--- src/rtl/pc_unit.sv ---
// Program-counter unit: sequential/branch/jump/call/return next-PC selection,
// exception redirect with EPC capture, and a circular return-address stack.
module pc_unit #(
  parameter int unsigned      WIDTH        = 32,
  parameter logic [WIDTH-1:0] RESET_VECTOR = '0,
  parameter logic [WIDTH-1:0] EXC_VECTOR   = WIDTH'(32'h80),
  parameter int unsigned      STEP         = 4,
  parameter int unsigned      RAS_DEPTH    = 4
) (
  input  logic             clk,
  input  logic             reset,
  input  logic             stall,
  input  logic             exc,
  input  logic [2:0]       sel,
  input  logic [WIDTH-1:0] target,
  output logic [WIDTH-1:0] pc,
  output logic [WIDTH-1:0] epc,
  output logic             flush,
  output logic             ras_empty,
  output logic             ras_full,
  output logic             ras_ovf,
  output logic             ras_unf
);

  localparam int unsigned PTR_W = (RAS_DEPTH > 1) ? $clog2(RAS_DEPTH) : 1;
  localparam int unsigned CNT_W = PTR_W + 1;
  localparam logic [WIDTH-1:0] STEP_W = WIDTH'(STEP);
  localparam logic [CNT_W-1:0] CNT_MAX = CNT_W'(RAS_DEPTH);

  localparam logic [2:0] SEL_BR   = 3'd1;
  localparam logic [2:0] SEL_JMP  = 3'd2;
  localparam logic [2:0] SEL_CALL = 3'd3;
  localparam logic [2:0] SEL_RET  = 3'd4;

  // Return-address storage; top points at the most recent entry. Depth is a
  // power of two so pointer arithmetic wraps naturally, and a push while full
  // lands on the oldest slot, discarding it.
  logic [RAS_DEPTH-1:0][WIDTH-1:0] ras_q;
  logic [PTR_W-1:0] top_q, top_d;
  logic [CNT_W-1:0] cnt_q, cnt_d;

  logic [WIDTH-1:0] pc_d, epc_d, pc_seq;
  logic             flush_d, push, ovf_set, unf_set;
  logic [PTR_W-1:0] top_inc;

  assign pc_seq    = pc + STEP_W;
  assign top_inc   = top_q + 1'b1;
  assign ras_empty = (cnt_q == '0);
  assign ras_full  = (cnt_q == CNT_MAX);

  // Next-state selection: exception beats stall, stall beats sel.
  always_comb begin
    pc_d    = pc;
    epc_d   = epc;
    flush_d = 1'b0;
    push    = 1'b0;
    ovf_set = 1'b0;
    unf_set = 1'b0;
    top_d   = top_q;
    cnt_d   = cnt_q;
    if (exc) begin
      pc_d    = EXC_VECTOR;
      epc_d   = pc;
      flush_d = 1'b1;
    end else if (!stall) begin
      case (sel)
        SEL_BR, SEL_JMP: begin
          pc_d    = target;
          flush_d = 1'b1;
        end
        SEL_CALL: begin
          pc_d    = target;
          flush_d = 1'b1;
          push    = 1'b1;
          top_d   = top_inc;
          if (ras_full) ovf_set = 1'b1;
          else          cnt_d   = cnt_q + 1'b1;
        end
        SEL_RET: begin
          flush_d = 1'b1;
          if (ras_empty) begin
            pc_d    = target;
            unf_set = 1'b1;
          end else begin
            pc_d  = ras_q[top_q];
            top_d = top_q - 1'b1;
            cnt_d = cnt_q - 1'b1;
          end
        end
        default: pc_d = pc_seq;
      endcase
    end
  end

  // Architectural state with asynchronous reset; sticky flags only ever set.
  always_ff @(posedge clk or posedge reset) begin
    if (reset) begin
      pc      <= RESET_VECTOR;
      epc     <= '0;
      flush   <= 1'b0;
      top_q   <= '0;
      cnt_q   <= '0;
      ras_ovf <= 1'b0;
      ras_unf <= 1'b0;
    end else begin
      pc    <= pc_d;
      epc   <= epc_d;
      flush <= flush_d;
      top_q <= top_d;
      cnt_q <= cnt_d;
      if (ovf_set) ras_ovf <= 1'b1;
      if (unf_set) ras_unf <= 1'b1;
    end
  end

  // Stack payload needs no reset; validity is tracked by cnt_q.
  always_ff @(posedge clk) begin
    if (push) ras_q[top_inc] <= pc_seq;
  end

endmodule

--- config.mk ---
export PLATFORM = sky130hd
export DESIGN_NAME = pc_unit
export DESIGN_NICKNAME = d
export VERILOG_FILES = /design/src/rtl/pc_unit.sv
export SDC_FILE = /design/constraint.sdc
export NUM_CORES = 1
export LEC_CHECK = 0
export BUFFER_PORTS_ARGS = -buffer_cell sky130_fd_sc_hd__buf_2
export CAP_MARGIN = 20
export CORE_AREA = 8 8 151 153
export CTS_CLUSTER_DIAMETER = 80
export CTS_CLUSTER_SIZE = 20
export DETAILED_ROUTE_END_ITERATION = 10
export DIE_AREA = 0 0 159 161
export PLACE_DENSITY_LB_ADDON = 0.08
export SLEW_MARGIN = 5
export SYNTH_ARGS = -nofsm -noshare
export SYNTH_HDL_FRONTEND = slang
export SYNTH_SLANG_ARGS = --single-unit
export TNS_END_PERCENT = 100
--- constraint.sdc ---
create_clock -name clk -period 2.4 [get_ports clk]
set_input_delay 0.36 -clock clk [delete_from_list [all_inputs] [get_ports clk]]
set_output_delay 0.36 -clock clk [all_outputs]
set_load 0.05 [all_outputs]
# Word-level counts from Yosys, hierarchy flattened

Index checks and enable logic that the tools add are counted.

Bits in registers: 200

$add $sub $neg: 5
$lt $le $gt $ge: 3
Equality and inequality tests: 8
Muxes and demuxes: 28
Bitwise logic cells: 2
Reductions and logical operators: 7

Operators by type and width:

| cell                                                              | count |
|---|---|
| two-way mux 32 bit                                                | 5 |
| bitwise mux 128 bit                                               | 1 |
| binary-select mux 32 bit (select 2 bit)                           | 1 |
| demux 32 bit (select 2 bit)                                       | 1 |
| one-hot mux 32 bit (2 select lines)                               | 1 |
| adder 32 x 3 -> 32 bit, second input constant                     | 1 |
| two-way mux 1 bit                                                 | 14 |
| equality test 3 x 2 -> 1 bit, second input constant               | 2 |
| equality test 3 bit, second input constant                        | 2 |
| less-than comparator 2 x 3 -> 1 bit, second input constant        | 2 |
| two-way mux 3 bit                                                 | 2 |
| one-hot mux 3 bit (2 select lines)                                | 1 |
| AND reduction 5 bit                                               | 1 |
| != test 2 bit, second input constant                              | 2 |
| one-hot mux 2 bit (2 select lines)                                | 1 |
| AND reduction 4 bit                                               | 1 |
| OR reduction 4 bit                                                | 1 |
| adder 3 x 1 -> 3 bit, second input constant                       | 1 |
| equality test 3 x 1 -> 1 bit, second input constant               | 1 |
| zero test 3 bit                                                   | 1 |
| OR reduction 3 bit                                                | 1 |
| subtractor 3 x 1 -> 3 bit, second input constant                  | 1 |
| adder 2 x 1 -> 2 bit, second input constant                       | 1 |
| greater-or-equal comparator 2 x 1 -> 1 bit, second input constant | 1 |
| 6 further kinds                                                   | 7 |

# Logic depth before layout (Yosys ltp)

Gate-level depths: netlist (run 1).

Depth after elaboration: 6
Gate-level depth with buffers: 8
Gate-level depth less buffers: 6

# Worst setup path after synthesis (run 1)

Ideal clock, no wire load.

Path kind: flip-flop to flip-flop
Start point: register cnt_q[0]
End point: register pc[26]
Data arrival time: 2.690 ns
Required time: 2.258 ns
Path slack: -0.432 ns
Stages on the path, launching flop included: 7
Clock period less this slack: 2.832 ns
Cells stage by stage: dfrtp_1 nor3_1 nand2b_1 clkbuf_1 nor3_2 a222oi_1 o221ai_1

Cells in the longest elaborated chain, start to end: 5

RTL lines:

| item                                | RTL line | text |
|---|---|---|
| from (decl)                         | 40       | `logic [CNT_W-1:0] cnt_q, cnt_d;` |
| from (signal assigned)              | 110      | `cnt_q <= cnt_d;` |
| zero test 3 bit                     | 48       | `assign ras_empty = (cnt_q == '0);` |
| net ras_empty                       | 19       | `output logic ras_empty,` |
| two-way mux 32 bit                  | 81       | `if (ras_empty) begin` |
| one-hot mux 32 bit (2 select lines) | 66       | `case (sel)` |
| two-way mux 32 bit                  | 65       | `end else if (!stall) begin` |
| two-way mux 32 bit                  | 61       | `if (exc) begin` |
| to (signal assigned)                | 106      | `pc <= pc_d;` |
| to (decl)                           | 16       | `output logic [WIDTH-1:0] pc,` |

The timed path passes the listed nets, and every way through them passes these cells. The select of a mux whose other input is x is not followed.
A chain may end at the register's enable or synchronous reset.

# Worst setup path after layout (run 1)

Start point: register cnt_q[0]
End point: register pc[26]

Cells in the longest elaborated chain, start to end: 5

RTL lines:

| item                                | RTL line |
|---|---|
| zero test 3 bit                     | 48 |
| two-way mux 32 bit                  | 81 |
| one-hot mux 32 bit (2 select lines) | 66 |
| two-way mux 32 bit                  | 65 |
| two-way mux 32 bit                  | 61 |

Every way passes these cells. The select of a mux whose other input is x is not followed.

==> run metrics, run 1 <==
status=finished, final reports clean; DR iter-0 viols=367; LEAKAGE=4.16 nW; initial antenna violation count=0; nets=766; first-pass GRT wire length=36800 um; Post-CTS Setup Inserts=0; Slew Viols, Final=0; Min-Delay Path Class=in -> reg; Reg area=5650 um2; maxcap violations=0; via count=5755; Total Routing Usage GR=0.188; register area share after synthesis=0.642; Worst EP arrival=2.64 ns; total CTS buffers=17; Hold Vio Cnt, Final=0; final setup TNS=0 ns; main flop type after synthesis=edfxtp_1; final setup fails=0; YS warnings=0; Port Buffers=107; Post-Syn Nets=639; Post-Route WL=23800 um; fin util=0.510; vias in the first global route=6187; Worst Path Class, Setup=reg -> reg; Critical Path RT=2.74 ns; drt first pass iters=5; Slew HR=0.352; Distinct cells, synth=61; initial core utilization=0.428; Commonest cells post-synth=128 x edfxtp_1, 72 x dfrtp_1, 32 x mux2_2, 32 x mux4_2, 31 x nand2_1; Final period util=0.959; area of the multi-input gates=2950 um2; Synth async-reset ratio=0.360; crit path time final=2.30 ns; remaining antenna violation count=0; Post-Synthesis Cell Area=8800 um2; Clk pin slew, worst setup/hold paths=0.07 ns; Post-synth EDFFs=128; clk sink count=200; site row count=53; most frequent cell after synthesis=edfxtp_1; Post-Synthesis Cells=594; Max VDD drop=509 uV; share of layout cells above drive strength 1=0.361; area growth from synthesis to layout=19.2%; maximum root-to-sink buffer count=2; Seq cells post-synth=200; htree depth=4; RSZ-0062 raised after global routing=false; Die W=159 um; Root Buffer Master=clkbuf_16; Post-Syn Area per Cell=14.8 um2; crit end category=register; crit-path max FO=9; Yosys top cell area share=0.437; Antenna diodes=0; FMAX=434 MHz; DP HPWL=16200 um; WL/cell=23.6 um; core area=20600 um2; DR DRC count=0; io pins=108; largest area contributor in the netlist=edfxtp_1; final setup margin=0.0979 ns; Synth area leaders=edfxtp_1 44%, dfrtp_1 20%, mux4_2 8.2%, mux2_2 4.1%, xnor2_1 2.2%; Die ar.=25600 um2; die height=161 um; Worst Tran Pin Value=0.967 ns; Worst Setup Start Kind=register; latest clock arrival within the worst-skew pair=0.44 ns; gpl congestion=0.771; largest net degree at the start of global routing=48; via-per-instance ratio=5.70; pwr/cell area=866 nW/um2; Filler Cell Count=1800; Remaining Overflow, GRT=0; CTS tree=built; Hold Slack=0.208 ns; dpl ws=0.0509 ns; clk_skew=0.0108 ns
flip-flops by register name (all words and copies together), names as in the netlist:
register,cells
pc,32
top_q,2
flush,1
cnt_q,3
ras_q,128
ras_ovf,1
ras_unf,1
epc,32
power by group:
part           internal [mW]  leakage [nW]  switching, mW
Sequential              3.88          2.12          0.171
Combinational          0.829          1.75           1.32
Clock                   1.56         0.286           1.32
Total                   6.27          4.16           2.81
path summary, 6_finish.rpt:
check	slack, ns	depth (start not counted)	endpoint	start
worst max-delay path	0.1	5	pc[26]	cnt_q[0]
worst min-delay path	0.21	3	pc[18]	target[18]
worst max register to register	0.1	5	pc[26]	cnt_q[0]
worst min register to register	0.46	1	ras_ovf	ras_ovf
max in group asynchronous	1.26	4	pc[5]	reset
min in group asynchronous	0.47	3	epc[12]	reset
per-layer routing:
| metal | track usage | part of all wire |
|---|---|---|
| met4 | 0.0725 | 0.022 |
| met5 | 0 | 0 |
| met3 | 0.0354 | 0.045 |
| met1 | 0.225 | 0.41 |
| met2 | 0.331 | 0.52 |
through the flow:
step	instance area, um2	instances	power [mW]
final	10500	1009	9.09
after global routing	10500	1009	9.45
after CTS	10500	1009	9.18
after detailed placement	9890	976	6.30
after global placement	9890	976	6.27
after floorplan	8810	594	5.68
layout make-up:
| type | instances | share of cell area |
|---|---|---|
| inverter | 13 | 0.00477 |
| tap | 275 | 0.0328 |
| timing repair buffer | 148 | 0.0866 |
| clock inverter | 14 | 0.0153 |
| sequential | 200 | 0.539 |
| clock buffer | 18 | 0.0409 |
| multi-input combinational | 341 | 0.281 |
critical path, stage by stage, from the launching register on:
cell and delay (ns):
dfrtp_1 0.43, nor3_2 0.49, nor2_1 0.16, nor3_2 0.68, a222oi_1 0.17, o221ai_1 0.27
placed cells by master, fill, tap and decap left out, drive strengths merged, types with 3 or more instances in the layout:
cell type	synthesis	routed
buf	15	147
edfxtp	128	128
dfrtp	72	72
mux4	32	32
mux2	32	32
nand2	31	31
o21ai	23	23
xnor2	22	22
nor2	21	21
clkbuf	25	18
inv	12	18
a21oi	17	17
nor3	15	15
o22ai	13	13
nand3	13	13
a22oi	12	12
and3	10	10
xor2	8	8
mux2i	7	7
a222oi	7	7
nand4	7	7
a21o	5	5
a22o	5	5
ha	5	5
clkinv	1	5
a31oi	4	4
or3	4	4
or4	4	4
o31ai	3	3
a32o	3	3
o221ai	3	3
and2	3	3
o21a	3	3
a221oi	3	3
nor4	3	3
repair_timing:
action,CTS,global route
endpoints found under the setup margin,0,4
hold buffers,1,0
resized for setup,0,1
hold endpoints to repair,25,0
cells by family (layout without fill, tap and decap cells):
logic type      count (synthesis)  in the layout  synth area share
compound gates                111            111            0.0880
xor+xnor                       30             30            0.0299
fa+ha+maj                       6              6           0.00939
buf+inv                        53            193            0.0250
flops                         200            200             0.642
mux                            71             71             0.131
simple gates                  123            123            0.0752
(Power assumes the default switching activity.)
==> run 2: changes to the inputs <==
ABC_AREA = 1   (was default)
CORE_AREA = 8 8 156 158   (was 8 8 151 153)
DIE_AREA = 0 0 164 166   (was 0 0 159 161)
==> run 2 against run 1 <==
First-iteration DRC count is 31% higher. Wire length is 9.2% higher. Area after synthesis is 7.8% higher. Via count is 25% higher. Design area is 4.5% higher. Total power is 3.8% higher. Register-to-register slack better by 0.36 ns. Final cell count is 43% higher. Combinational power is 21% higher. Highest routed layer unchanged. Synthesized cell count is 75% higher. Die area is 6.3% higher. Hold slack better by 0.0097 ns.
==> run metrics, run 2 <==
status=finished, final reports clean; Slew Viols, Final=0 (unchanged); Top Registers=ras_q x128, epc x32, pc x32; maxcap violations=0 (unchanged); largest net degree at the start of global routing=77 (+60%); maximum root-to-sink buffer count=2 (unchanged); core area=22100 um2 (+7.5%); most frequent cell after synthesis=nand2_1; Slowest cell on crit path=dfrtp_1; final setup fails=0 (unchanged); die height=166 um (+3.1%); latest clock arrival within the worst-skew pair=0.43 ns (about the same); Worst Path Class, Setup=reg -> reg; WHS Endpoint=pc[2]; most frequent cells in the layout=321 x nand2_1, 128 x edfxtp_1, 111 x nor2_1; io pins=108 (unchanged); WL/cell=18.0 um (-24%); Die W=164 um (+3.1%); Reg with most FFs=ras_q; clk_skew=0.0157 ns (+0.00488 ns); site row count=55 (+3.8%); Max VDD drop=484 uV (-4.9%); max incr delay on CP=0.45 ns (-0.23 ns); gpl congestion=0.862 (+12%); commonest non-fill, non-tap cell in the layout=nand2_1; dpl ws=0.470 ns (+0.419 ns); Filler Cell Count=2100 (+17%); total CTS buffers=17 (unchanged); Post-synth EDFFs=128 (unchanged); overall power=9.43 mW (+3.8%); DR DRC count=0 (unchanged); DP HPWL=18200 um (+12%); YS warnings=0 (unchanged); Commonest cells post-synth=321 x nand2_1, 128 x edfxtp_1, 115 x nor2_1, 95 x inv_1, 77 x nand3_1; DP Cell Count=1408 (+44%); area post-placement=10400 um2 (+5.0%); Yosys top cell area share=0.405 (-0.0317); Distinct cells, synth=34 (-44%); LEAKAGE=4.79 nW (+15%); Seq cells post-synth=200 (unchanged); Largest register FFs=128 (unchanged); Worst Setup Start Kind=register; R2R Path Start=pc[3]; clk sink count=200 (unchanged); Die ar.=27200 um2 (+6.3%); Post-Route WL=26000 um (+9.2%); R2R depth=6 (+1); share of layout cells above drive strength 1=0.180 (-0.181); first-pass GRT wire length=40900 um (+11%); min-delay src=target[2]; Root Buffer Master=clkbuf_16; Post-Synthesis Cell Area=9490 um2 (+7.8%); Worst Hold Depth=3 (unchanged); via count=7189 (+25%); vias in the first global route=7069 (+14%); Reg area=5650 um2 (-0.11%); area of the multi-input gates=3220 um2 (+9.3%); Critical Path RT=2.77 ns (+0.03 ns); via-per-instance ratio=4.99 (-13%); FF-to-FF End=pc[8]; Antenna diodes=0 (unchanged); Worst EP arrival=2.31 ns (-0.33 ns); Post-Synthesis Cells=1039 (+75%); Port Buffers=107 (unchanged); remaining antenna violation count=0 (unchanged); nets=1188 (+55%); final instance count without filler cells=1441 (+43%); final setup margin=0.454 ns (+0.356 ns); DR iter-0 viols=482 (+31%); crit path time final=1.95 ns (-0.356 ns); Post-Syn Nets=1084 (+70%); pwr/cell area=860 nW/um2 (-0.69%); register area share after synthesis=0.595 (-0.0465); Min-Delay Path Class=in -> reg; Clk pin slew, worst setup/hold paths=0.07 ns (about the same); htree depth=4 (unchanged); CTS resizes=0 (unchanged); crit-path max FO=5 (-4); initial antenna violation count=0 (unchanged); initial core utilization=0.429 (+0.00146); Worst Tran Pin Value=0.690 ns (-0.277 ns); main flop type after synthesis=edfxtp_1; Synth area leaders=edfxtp_1 41%, dfrtp_1 19%, nand2_1 13%, nor2_1 4.6%, nand3_1 4.1%; Final period util=0.811 (-0.148); crit end category=register; Post-Syn Area per Cell=9.13 um2 (-38%); FMAX=514 MHz (+18%); largest area contributor in the netlist=edfxtp_1; Total Routing Usage GR=0.196 (+0.00818); RSZ-0062 raised after global routing=false; CTS tree=built; drt first pass iters=5 (unchanged); critical-path cell list=ha_1, nand3_1, nor2_1, xor2_1, a21oi_1, nand2_1; crit path from=pc[3]; r2r setup slk=0.45 ns (+0.36 ns); design area=11000 um2 (+4.5%); area growth from synthesis to layout=15.6%; Remaining Overflow, GRT=0 (unchanged); Hold Vio Cnt, Final=0 (unchanged); Slew HR=0.538 (+0.186); Synth async-reset ratio=0.360 (unchanged)
## run 2: changes by cell type after synthesis, sizes merged, moves of 22 or more
| cell | previous run | this run |
|---|---|---|
| nand3 | 13 | 80 |
| nand2 | 31 | 329 |
| inv | 12 | 104 |
| a21oi | 17 | 57 |
| mux2 | 32 | 4 |
| mux4 | 32 | 0 |
| nor2 | 21 | 128 |
| o21ai | 23 | 53 |
| xnor2 | 22 | 0 |
## run 2: timing repair
action / CTS / global route
hold buffers: 1 / 0
buffers inserted: 0 / 0
hold endpoints to repair: 16 / 0
## run 2: power by group
part           switching [mW]  internal [mW]  total [mW]
clock                    1.34           1.46        2.80
sequential              0.172           3.85        4.02
combinational            1.85          0.760        2.61
total                    3.36           6.07        9.43
## run 2: logic make-up (layout without fill, tap and decap cells)
kind of cell             after synthesis  count (layout)  synth area share
AO/OA/AOI/OAI                        118             118            0.0636
XOR/XNOR                              12              12            0.0125
adder cells (fa/ha/maj)                6               6           0.00870
buffers and inverters                144             261            0.0665
flip-flops                           200             200             0.595
multiplexers                           4               4           0.00475
AND/OR/NAND/NOR                      555             555             0.249
## run 2: area by class of cell
class / count / area share
clock buffers: 18 / 0.0391
clock inverters: 14 / 0.0128
inverters: 104 / 0.0362
repair buffers: 125 / 0.0705
flip-flops and latches: 200 / 0.515
well taps: 285 / 0.0325
multi-input cells: 695 / 0.294
## run 2: metrics by stage
| stage | hold slack, ns | setup TNS (ns) | utilization |
|---|---|---|---|
| floorplan | 0.473 | -18.30 | - |
| global placement | 0.332 | 0 | 0.470 |
| detailed placement | 0.331 | 0 | 0.470 |
| CTS | 0.194 | 0 | 0.496 |
| global route | 0.198 | 0 | 0.496 |
| finish | 0.217 | 0 | 0.496 |
## run 2: routing by layer
metal  share of wire  vias up  GRT usage
met5               0        -          0
met4          0.0053        0     0.0391
met3           0.062       10     0.0421
met2            0.44      183      0.292
met1            0.49     3427      0.289
li1                -     3569          -
## run 2: worst max-delay path by stage
stage,endpoint,slack (ns)
after floorplan,ras_q[64],-0.29
after global placement,ras_q[127],0.50
after detailed placement,ras_q[31],0.47
after CTS,pc[8],0.50
after global routing,pc[23],0.25
final,pc[8],0.45
## run 2: critical path, delay by kind of cell, from the launching register on
kind	cells	cell delay, ns
flops	1	0.45
fa+ha+maj	1	0.27
simple gates	3	0.64
compound gates	1	0.12
xor+xnor	1	0.41
